File: config.mk
export PLATFORM = sky130hd
export DESIGN_NAME = shift_sequencer
export DESIGN_NICKNAME = d
export VERILOG_FILES = /design/src/rtl/shift_sequencer.sv
export SDC_FILE = /design/constraint.sdc
export NUM_CORES = 1
export LEC_CHECK = 0
export ABC_AREA = 1
export CAP_MARGIN = 20
export CORE_MARGIN = 8
export CORE_UTILIZATION = 40
export CTS_CLUSTER_SIZE = 30
export DETAILED_ROUTE_END_ITERATION = 16
export GPL_TIMING_DRIVEN = 0
export MAX_ROUTING_LAYER = met4
export PLACE_DENSITY = 0.88
export RECOVER_POWER = 100
export SETUP_SLACK_MARGIN = 0.2
export SYNTH_ARGS = -nofsm -noshare
export SYNTH_HDL_FRONTEND = slang
export SYNTH_SLANG_ARGS = --single-unit
File: constraint.sdc
create_clock -name clk -period 2 [get_ports clk]
set_input_delay 0.2 -clock clk [delete_from_list [all_inputs] [get_ports clk]]
set_output_delay 0.2 -clock clk [all_outputs]
set_load 0.01 [all_outputs]
File: src/rtl/shift_sequencer.sv
// Multi-cycle shift controller. It splits a total shift amount into passes of at
// most STEP_MAX and runs each pass through an external combinational shifter.
//
// state   | meaning
// IDLE    | ready for a request; in_ready high
// SHIFT   | one shifter pass per clock; work/rem updated from sh_y
// DONE    | result presented on out_data until out_ready handshake
module shift_sequencer #(
  parameter int DATA_W = 8,
  parameter int AMT_W  = 4,
  parameter int STEP_W = 2
) (
  input  logic              clk,
  input  logic              rst_n,
  input  logic              in_valid,
  output logic              in_ready,
  input  logic [DATA_W-1:0] in_data,
  input  logic              in_dir,
  input  logic [AMT_W-1:0]  in_amt,
  output logic              out_valid,
  input  logic              out_ready,
  output logic [DATA_W-1:0] out_data,
  output logic              busy,
  output logic [DATA_W-1:0] sh_a,
  output logic              sh_dir,
  output logic [STEP_W-1:0] sh_amt,
  input  logic [DATA_W-1:0] sh_y
);

  localparam logic [1:0] S_IDLE  = 2'd0;
  localparam logic [1:0] S_SHIFT = 2'd1;
  localparam logic [1:0] S_DONE  = 2'd2;

  localparam logic [AMT_W-1:0] STEP_MAX = AMT_W'((1 << STEP_W) - 1);

  logic [1:0]        state_q, state_d;
  logic [DATA_W-1:0] work_q, work_d;
  logic [AMT_W-1:0]  rem_q, rem_d;
  logic              dir_q, dir_d;

  logic [STEP_W-1:0] step;
  logic [AMT_W-1:0]  rem_after;

  // Step never exceeds rem, so rem cannot wrap below zero.
  always_comb begin
    step      = (rem_q > STEP_MAX) ? STEP_MAX[STEP_W-1:0] : rem_q[STEP_W-1:0];
    rem_after = rem_q - AMT_W'(step);
  end

  always_comb begin
    state_d = state_q;
    work_d  = work_q;
    rem_d   = rem_q;
    dir_d   = dir_q;
    case (state_q)
      S_IDLE: begin
        if (in_valid) begin
          work_d  = in_data;
          rem_d   = in_amt;
          dir_d   = in_dir;
          state_d = (in_amt != '0) ? S_SHIFT : S_DONE;
        end
      end
      S_SHIFT: begin
        work_d = sh_y;
        rem_d  = rem_after;
        if (rem_after == '0) state_d = S_DONE;
      end
      S_DONE: begin
        if (out_ready) state_d = S_IDLE;
      end
      default: state_d = S_IDLE;
    endcase
  end

  always_ff @(posedge clk or negedge rst_n) begin
    if (!rst_n) begin
      state_q <= S_IDLE;
      work_q  <= '0;
      rem_q   <= '0;
      dir_q   <= 1'b0;
    end else begin
      state_q <= state_d;
      work_q  <= work_d;
      rem_q   <= rem_d;
      dir_q   <= dir_d;
    end
  end

  assign in_ready  = (state_q == S_IDLE);
  assign out_valid = (state_q == S_DONE);
  assign out_data  = (state_q == S_DONE) ? work_q : '0;
  assign busy      = (state_q == S_SHIFT) || (state_q == S_DONE);
  assign sh_a      = work_q;
  assign sh_dir    = dir_q;
  assign sh_amt    = (state_q == S_SHIFT) ? step : '0;

endmodule

# [After elaboration in Yosys (flattened, before gate mapping)]
# Index checks and enable logic that the tools add are counted.
# Widths: inputs -> output; s select.
[word_totals] register_bits=15 wordCells=31 input_bits=25 out_inout_bits=22
[classes] mux=12 add_sub_neg=1 n_reduce_logical=8 n_eq_ne=5 n_lt_le_gt_ge=1
[op_table] op="$mux 8" count=2
[op_table] op="$pmux 8 s2" count=1
[op_table] op="$mux 2" count=6
[op_table] op="$pmux 4 s2" count=1
[op_table] op="$pmux 2 s3" count=1
[op_table] op="$gt 4x2->1 const B" count=1
[op_table] op="$logic_not 4->1" count=1
[op_table] op="$mux 4" count=1
[op_table] op="$ne 2x2->1 const B" count=2
[op_table] op="$reduce_and 2->1" count=2
[op_table] op="$reduce_bool 4->1" count=1
[op_table] op="$sub 4x2->4" count=1
[op_table] op="$reduce_and 3->1" count=1
[op_table] op="$eq 2x1->1 const B" count=1
[op_table] op="$eq 2x2->1 const B" count=1
[op_table] op="$logic_not 2->1" count=1
[op_table] op="$ne 2x1->1 const B" count=1
[op_table] op="$reduce_bool 2->1" count=1
[op_table] op="$logic_or 1x1->1" count=1

# [Longest topological paths before layout]
# Gate-level depths: netlist (run 1).
[logic_depth] depth_word=6 depth_mapped=10 mapped_depth_nobuf=10

# [Worst setup path before layout (run 1)]
# OpenSTA, ideal clock, no wires.
[synth_timing] path_kind="reg-to-reg" startpoint="register state_q[0]" endpoint="register work_q[0], in the netlist sh_a[0]" arrival_ns=1.319 setup_slack_ns=0.551 n_path_buf=1 stages_incl_launch_ff=7 cell_sequence="dfrtp_1 inv_1 ha_1 nand2_1 o21ai_4 buf_2 a31oi_1"
[synth_between] elab_chain_len=3 word_cells_on_any_way=6 classes_between="eq/ne: 2; mux: 1; reduce/logical: 3"
[synth_lines] item="start: declaration" line_no="36" rtl="logic [1:0] state_q, state_d;"
[synth_lines] item="start signal: assignment" line_no="83" rtl="state_q <= state_d;"
[synth_lines] item="$logic_not 2->1 (*)"
[synth_lines] item="net in_ready" line_no="16" rtl="output logic in_ready,"
[synth_lines] item="$ne 2x2->1 (no source line) / $reduce_bool 2->1 (equally long branches)"
[synth_lines] item="$reduce_and 2->1 (no source line)"
[synth_lines] item="end signal: assignment" line_no="84" rtl="work_q <= work_d;"
[synth_lines] item="end: declaration" line_no="37" rtl="logic [DATA_W-1:0] work_q, work_d;"
# The timed path passes the listed nets; every way through them passes the cells marked *.
# A chain may end at the register's enable or synchronous reset.

# [Final worst setup path (run 1)]
[layout_timing] startpoint="register state_q[0]" endpoint="output out_data[4]"
[layout_between] elab_chain_len=2
[layout_lines] item="$eq 2x2->1" line_no="92" rtl="assign out_data = (state_q == S_DONE) ? work_q : '0;"
[layout_lines] item="$mux 8" line_no="92"
[layout_lines] item="end: declaration" line_no="22" rtl="output logic [DATA_W-1:0] out_data,"
# Every way passes these cells.

==> results.toml, run 1 <==
[sta]
setup_ws_ps = 137.0
fmax_ghz = 0.5368
drv_slew = 0
worst_pin_slew_ps = 707.6
grt_setup_unrepaired = "yes"
period_needed_ps = 1863
fin_skew_ps = 5.268
finalCritPeriodShare_pct = 93.15
slew_headroom_pct = 52.67
hold_viol = 0
finalSetupViolCount = 0

[detailed_routing]
via_per_inst = 4.995
drcViolationCount = 0
first_pass_iters = 4
ant_nets = 0
drt_iter0_drc = 30
highest_layer = "met4"
met1_length_mm = 1.135
wl_met3_microns = 168
dr_wl_met2_mm = 1.627
wire_per_inst_microns = 13.76
finalWirelength_mm = 2.959
vias = 1074

[worst_setup_path]
cp.required_ps = 1800
worstSetupEndpointType = "primary output"
crit_fanout = 9
arrival_ps = 1660
worstSetupPathType = "flop to primary output"
critPathLaunchType = "flop"

[synth]
synth_area_sq_um = 950.9
ys_ff_latch = 15
yosysWarnings = 0
syn_nets = 166
syn_area_per_cell_sq_um = 6.941
ys_seq_area_share_pct = 39.47
syn_inst = 137
ys_types = 17

[placed_design]
io_buffers = 46
place_area_sq_mm = 0.001446
place_congestion = 0.7918
dpl.hpwl_mm = 2.367
pre_cts_slack_ps = -20.46

[global_route]
grt_pass1_vias = 1179
grt_pass1_wl_mm = 4.816
track_usage_pct = 14.32
grt_max_degree = 16
overflow = 0
antenna_found_initial = 0

[final_layout]
diodes = 0
drive_gt1_share_pct = 6.417
postLayoutCellArea_sq_mm = 0.001450
area_growth_pct = 52.50
layout.nets = 217

[die]
core_sq_mm = 0.002233
initial_utilization_pct = 42.58
num_rows = 17
fp.dieArea_sq_mm = 0.004193
ioPinCount = 47
die_w_microns = 64.76
chipHeight_microns = 64.76

[min_path]
min_path_type = "input port to asynchronous set/reset pin"

[clock_tree]
cts_inserted_buffers = 3
numClockSinks = 15
cts_tree = "done"
htreeDepth = 1
hold_buffers = 0
clk_pin_slew_ps = 100
insertion_delay_ps = 290
root_buffer = "clkbuf_4"
clock_tree.buffer_depth = 2

[pwr]
p_leak_nw = 0.7591
powerDensity_mw_per_mm2 = 1479
ir_drop_uv = 914.9

[outcome]
status = "finished, final reports clean"

[job]
drv_cap = 0
[synth_stat cells]
cell / instances / area (sq um)
dfrtp_1: 15 / 375.4
clkbuf_1: 2 / 7.510
nand4_1: 1 / 6.260
buf_2: 2 / 10.01
buf_6: 1 / 11.26
o22ai_1: 2 / 12.51
ha_1: 4 / 50.05
nor2_1: 17 / 63.81
inv_2: 1 / 3.750
mux2_2: 1 / 11.26
o21ai_0: 6 / 30.03
a21oi_1: 2 / 10.01
a31oi_1: 10 / 62.56
nand2_1: 44 / 165.2
nand3_1: 8 / 40.04
inv_1: 20 / 75.07
o21ai_4: 1 / 16.27
[registers in the layout (all words and copies together), names as in the netlist]
signal and count:
sh_a 8, state_q 2, sh_dir 1, rem_q 4
[critical path: stages, from the launching register on]
cell and delay, ps:
dfrtp_1 430, inv_1 100, ha_1 170, clkbuf_2 230
nand2_1 90, inv_1 70, dlygate4sd2_1 270
[placed cells by master (no fill, tap or decap), types with 2 or more instances in the layout]
cell type         n
nand2_1          44
clkdlybuf4s50_1  23
inv_1            19
nor2_1           17
dfrtp_1          15
a31oi_1          10
dlygate4sd3_1    10
nand3_1           8
dlygate4sd2_1     8
o21ai_0           6
clkbuf_2          3
clkbuf_1          3
ha_1              3
clkbuf_4          3
clkdlybuf4s25_1   3
inv_2             2
a21oi_1           2
o22ai_1           2
[routing by layer]
layer,GRT usage [%],vias to the layer above
met5,-,-
met4,4.360,0
met3,2.921,5
met2,28.32,38
met1,13.32,495
li1,-,536
[metrics by stage]
stage	setup TNS, ps	power, mW	hold slack, ps	instances	utilization [%]
final	0	2.145	384.9	215	64.93
after global routing	0	2.339	452.5	215	64.93
after CTS	0	2.249	345.0	215	66.11
after detailed placement	-32.88	2.083	512.3	211	64.76
after global placement	0	2.032	490.7	211	64.76
after floorplan	0	1.446	-95.59	137	-
[final cells by class]
class,instances,area (sq um)
Buffer,5,26.28
Clock buffer,3,22.52
Clock inverter,1,5.005
Fill cell,207,783.3
Inverter,21,78.83
Multi-Input combinational cell,96,469.2
Sequential cell,15,375.4
Tap cell,28,35.03
Timing Repair Buffer,46,437.9
[cell families after synthesis]
| kind of cell | count (synthesis) | share of synthesized area, % |
|---|---|---|
| muxes | 1 | 1.184 |
| and+or+nand+nor | 70 | 28.95 |
| DFF | 15 | 39.47 |
| buffers and inverters | 26 | 11.32 |
| AOI/OAI and AO/OA | 21 | 13.82 |
| adders and majority gates | 4 | 5.263 |
[path summary, 6_finish.rpt]
path | endpoint | slack (ps) | from | cells after the start
max in group asynchronous | sh_a[3] | 1160 | rst_n | 1
min in group clk | sh_a[4] | 460 | in_data[4] | 3
max reg2reg | sh_a[2] | 220 | state_q[0] | 7
min | sh_dir | 380 | rst_n | 1
max | out_data[4] | 140 | state_q[0] | 6
min reg2reg | sh_dir | 520 | sh_dir | 1
[timing repair]
item                                    4_1_cts  5_1_grt
pin swaps                                     0        0
setup buffers                                 0        0
endpoints found under the setup margin       11        4
resized for setup                            17       11
[power by group]
| part | internal [mW] | switching, mW | leakage [nW] |
|---|---|---|---|
| sequential | 0.460 | 0.123 | 0.175 |
| clock | 0.0744 | 0.112 | 0.0177 |
| combinational | 0.591 | 0.785 | 0.567 |
Power figures use the tool's default switching activity.
==> run 2, diff against run 1 <==
--- a/config.mk
+++ b/config.mk
@@ -6,7 +6,7 @@
 export NUM_CORES = 1
 export LEC_CHECK = 0
 export ABC_AREA = 1
-export CAP_MARGIN = 20
+export CAP_MARGIN = 10
 export CORE_MARGIN = 8
 export CORE_UTILIZATION = 40
 export CTS_CLUSTER_SIZE = 30
==> results of run 2 <==
Same layout as run 1: the final DEF is identical, and so are final timing and power.
==> run 3, diff against run 2 <==
--- a/config.mk
+++ b/config.mk
@@ -8,13 +8,15 @@
 export ABC_AREA = 1
 export CAP_MARGIN = 10
 export CORE_MARGIN = 8
-export CORE_UTILIZATION = 40
+export CORE_UTILIZATION = 41
+export CTS_BUF_LIST = sky130_fd_sc_hd__clkbuf_4 sky130_fd_sc_hd__clkbuf_8
 export CTS_CLUSTER_SIZE = 30
 export DETAILED_ROUTE_END_ITERATION = 16
 export GPL_TIMING_DRIVEN = 0
 export MAX_ROUTING_LAYER = met4
-export PLACE_DENSITY = 0.88
+export PLACE_DENSITY = 0.89
 export RECOVER_POWER = 100
+export REMOVE_ABC_BUFFERS = 1
 export SETUP_SLACK_MARGIN = 0.2
 export SYNTH_ARGS = -nofsm -noshare
 export SYNTH_HDL_FRONTEND = slang
==> run 3 against run 2 <==
  * Worst hold slack barely moved
  * Power rose by 5.3%
  * Non-clock buffer count is the same
  * Combinational power up 8%
  * Clock power hardly changed
  * Clock skew is 2.1 ps higher
  * Global-route usage increased by 0.23 points
  * Utilization is 3.7 points higher
  * Largest power group unchanged
==> results.toml, run 3 (synthesis results as in run 1) <==
[outcome]
status = "finished, final reports clean"

[detailed_routing]
vias = 1091
wire_per_inst_microns = 14.05
drt_iter0_drc = 51
ant_nets = 0
via_per_inst = 5.074
first_pass_iters = 5
drcViolationCount = 0
finalWirelength_mm = 3.020

[worst_setup_path]
crit_path_max_incr_delay_ps = 410
rr_startpoint = "state_q[1]"
worstSetupEndpointType = "primary output"
cp.required_ps = 1800
path_delay_family = "buffers and inverters"
crit_chain = "inv_1 -> ha_4 -> buf_4 -> nand2_1 -> inv_1 -> clkdlybuf4s25_1"
crit_buf_inv = 4
arrival_ps = 1590
r2r_setup_slack_ps = 260
crit_top_cell = "inv_1"
crit_fanout = 6
critPathLaunchType = "flop"
rr_worst_depth = 6
r2r_end = "rem_q[2]"
cp_slowest_cell = "dfrtp_1"
worstSetupPathType = "flop to primary output"

[final_layout]
drive_gt1_share_pct = 8.556
largest_reg_flops = 8
fill_cells = 202
postLayoutCellArea_sq_mm = 0.001518
diodes = 0
area_growth_pct = 59.61
multi_input_area_sq_um = 505.5
layout_commonest_cell = "nand2_1"
regArea_sq_um = 375.4
final_cell_mix = "nand2_1, clkdlybuf4s50_1, inv_1"
layout.nets = 217

[clock_tree]
hold_buffers = 0
root_buffer = "clkbuf_4"
insertion_delay_ps = 300
clock_tree.buffer_depth = 2
clk_pin_slew_ps = 100
numClockSinks = 15
cts_tree = "done"
htreeDepth = 1
cts_inserted_buffers = 3

[die]
ioPinCount = 47
chipHeight_microns = 64.16
num_rows = 17
die_w_microns = 64.16
core_sq_mm = 0.002212
initial_utilization_pct = 42.99
fp.dieArea_sq_mm = 0.004117

[placed_design]
place_area_sq_mm = 0.001418
pre_cts_slack_ps = -201.7
place_congestion = 0.8453
dpl.hpwl_mm = 2.136
io_buffers = 46

[global_route]
overflow = 0
grt_max_degree = 25
track_usage_pct = 14.55
grt_pass1_vias = 1038
antenna_found_initial = 0
grt_pass1_wl_mm = 4.878

[pwr]
p_seq_share_pct = 25.8
p_sw_share_pct = 46.95
powerDensity_mw_per_mm2 = 1488
ir_drop_uv = 1269
p_leak_nw = 0.7753
p_switching_mw = 1.061
clock_power_share_pct = 8.2
p_int_mw = 1.199
pwr-share-comb_pct = 66.0

[sta]
finalCritPeriodShare_pct = 89.44
finalSetupViolCount = 0
fmax_ghz = 0.5590
grt_setup_unrepaired = "yes"
hold_viol = 0
slew_headroom_pct = 52.41
period_needed_ps = 1789
fin_skew_ps = 7.403
worst_pin_slew_ps = 711.6
drv_slew = 0
setup_ws_ps = 211.2

[job]
drv_cap = 0

[min_path]
min_path_type = "input port to asynchronous set/reset pin"
==> run 3: stage by stage <==
step / hold WS (ps) / utilization [%] / power [mW] / cells / setup TNS [ps]
after floorplan: -95.59 / - / 1.398 / 132 / 0
after global placement: 489.9 / 64.08 / 1.964 / 206 / -990.4
after global routing: 425.8 / 68.61 / 2.470 / 215 / 0
after CTS: 340.0 / 68.04 / 2.280 / 214 / 0
final: 385.1 / 68.61 / 2.259 / 215 / 0
after detailed placement: 507.2 / 64.08 / 2.014 / 206 / -1630
==> run 3: power by group through the flow <==
stage	combinational [mW]	sequential (mW)	clock (mW)
floorplan	0.786	0.611	0
global placement	1.39	0.574	0
detailed placement	1.43	0.586	0
CTS	1.51	0.584	0.184
global route	1.66	0.607	0.204
finish	1.49	0.584	0.184
==> run 3: how the worst max path moves through the flow <==
stage	from	end	slack, ps	cells past startpoint
after floorplan	state_q[1]	rem_q[0]	280	6
after global placement	state_q[1]	sh_amt[0]	-170	5
after detailed placement	state_q[1]	sh_amt[0]	-200	5
after CTS	state_q[0]	out_data[4]	150	5
after global routing	state_q[0]	out_data[5]	100	6
final	state_q[0]	out_data[5]	210	6
==> run 3: repair_timing <==
| action | in CTS | in global routing |
|---|---|---|
| pin swaps | 0 | 1 |
| gates resized for setup | 16 | 15 |
| endpoints found under the setup margin | 24 | 17 |
| buffers inserted | 4 | 1 |
==> run 3: final cells by class <==
| cell class | count | share of cell area, % |
|---|---|---|
| multi-input cells | 96 | 33.31 |
| repair buffers | 51 | 32.32 |
| flip-flops and latches | 15 | 24.73 |
| inverters | 21 | 5.523 |
| well taps | 28 | 2.308 |
| clock buffers | 3 | 1.484 |
| clock inverters | 1 | 0.3298 |
==> run 3: routing by layer <==
metal | part of all wire (%) | routed length (microns) | global-route usage (%)
met2 | 48 | 1435 | 21.83
met1 | 43 | 1293 | 18.09
met4 | 1.3 | 39 | 5.177
met5 | 0 | 0 | -
met3 | 8.3 | 252 | 4.355
==> patch (flow settings as in run 3) <==
Change the parameter `AMT_W` from 4 to 5.
--- a/src/rtl/shift_sequencer.sv
+++ b/src/rtl/shift_sequencer.sv
@@ -7,7 +7,7 @@
 // DONE    | result presented on out_data until out_ready handshake
 module shift_sequencer #(
   parameter int DATA_W = 8,
-  parameter int AMT_W  = 4,
+  parameter int AMT_W  = 5,
   parameter int STEP_W = 2
 ) (
   input  logic              clk,
Interface: changed (resized in_amt); port bits go from 47 to 48. The function was not compared with the original's and may differ.
==> patch against run 3 <==
- routed wire length is 14% higher
- cell area is 12% higher
- hold slack better by 0.029 ns
- clock power decreased by 5%
- setup slack got worse by 0.067 ns
- area after synthesis up 8.6%
- first-iteration DRC count up 9.8%
- power increased by 22%
- sequential cell count grew 1
- register-to-register slack got worse by 0.10 ns
- cell count rose by 5.1%
- critical path type unchanged
==> patch: results (changes against run 3) <==
Worst R2R Start state_q[0]; final wirelength 3440 um (+14%); met3 Usage GRT 3.73% (-0.63 points); Wirelength per Cell 15.2 um (+8.3%); reg-to-reg slack, setup 0.16 ns (-0.10 ns); R2R depth 8 (+2); met1 Use GR 13.8% (-4.3 points); GPL Wtd Cong 0.816 (-3.5%); met1 wire length 1300 um (+0.46%); Nets 228 (+5.1%); vias in the first global route 1111 (+7.0%); CP peak stage delay 0.57 ns (+0.16 ns); IO buf count 47 (+2.2%); largest net degree at the start of global routing 27 (+8.0%); synth top area cells dfrtp_1 (39%), nand2_1 (15%), inv_1 (7.3%), a31oi_1 (6.1%), ha_1 (4.8%); VDD IR max 0.966 mV (-24%); Setup WS pre-CTS -0.358 ns (-0.157 ns); Netlist cell types 25 (+8); Commonest cells post-synth nand2_1 (40), inv_1 (20), dfrtp_1 (16); fraction of layout cells with a size suffix above 1 18.9% (+10 points); Worst-Margin Slew 0.749 ns (+0.0374 ns); wire length on met3 227 um (-9.9%); RR Endpoint rem_q[3]; static leakage power 0.838 nW (+8.0%); sequential-to-total area share from yosys stat 38.8% (-0.69 points); met2 WL post-DR 1850 um (+29%); slowest library cell on the worst path clkdlybuf4s50_1; Post-CTS Resized 11 (-5); met2 Use GR 26.5% (+4.7 points); placed insts 208 (+0.97%); status finished clean; initial DRC count 56 (+9.8%); Tot GR Track Use 14.2% (-0.31 points)
## patch: cell count changes after synthesis, moves of 2 or more
cell / change
nand3_1: -5
xor2_1: +2
nor3_1: +2
nand2_4: +2
nand2_1: -4
o211ai_1: +2
nor2_1: -4
## patch: power by group
group | switching [W] | leakage [nW] | total (W) | internal [W]
clock | 0.000105 | 0.0138 | 0.000175 | 0.0000700
sequential | 0.000148 | 0.182 | 0.000646 | 0.000498
combinational | 0.000993 | 0.642 | 0.00193 | 0.000934
## patch: worst max path at each step
stage / startpoint / end / slack (ns) / cells after the start
CTS: state_q[1] / sh_amt[1] / 0.13 / 5
detailed placement: state_q[1] / rem_q[3] / -0.36 / 6
finish: state_q[1] / in_ready / 0.14 / 3
global placement: state_q[1] / rem_q[0] / -0.33 / 6
global route: state_q[1] / sh_a[5] / 0.05 / 8
floorplan: state_q[1] / rem_q[0] / 0.12 / 6
## patch: final cells by class
class	count	area [sq um]
clock buffer	3	22.5
fill	201	729
inverter	21	78.8
multi-input combinational	95	571
sequential	16	403
tap	30	37.5
timing repair buffer	61	591
## patch: cell families (layout without fill, tap and decap cells)
group                      after synthesis  after routing  synth area share, %
AOI/OAI and AO/OA                       25             26                 16.0
xor gates and xnor gates                 2              2                 1.70
adders and majority gates                4              4                 4.85
buffers and inverters                   27             85                 11.6
DFF                                     16             16                 38.8
muxes                                    1              1                 1.09
and+or+nand+nor                         62             62                 25.9
## patch: per-stage QoR
stage	setup TNS [ns]	cell area (sq um)	hold slack, ns	total power [W]
floorplan	0	991	-0.0956	0.00154
global placement	-3.29	1500	0.486	0.00213
detailed placement	-4.18	1500	0.496	0.00222
CTS	0	1600	0.366	0.00253
global route	0	1700	0.468	0.00296
finish	0	1700	0.414	0.00275
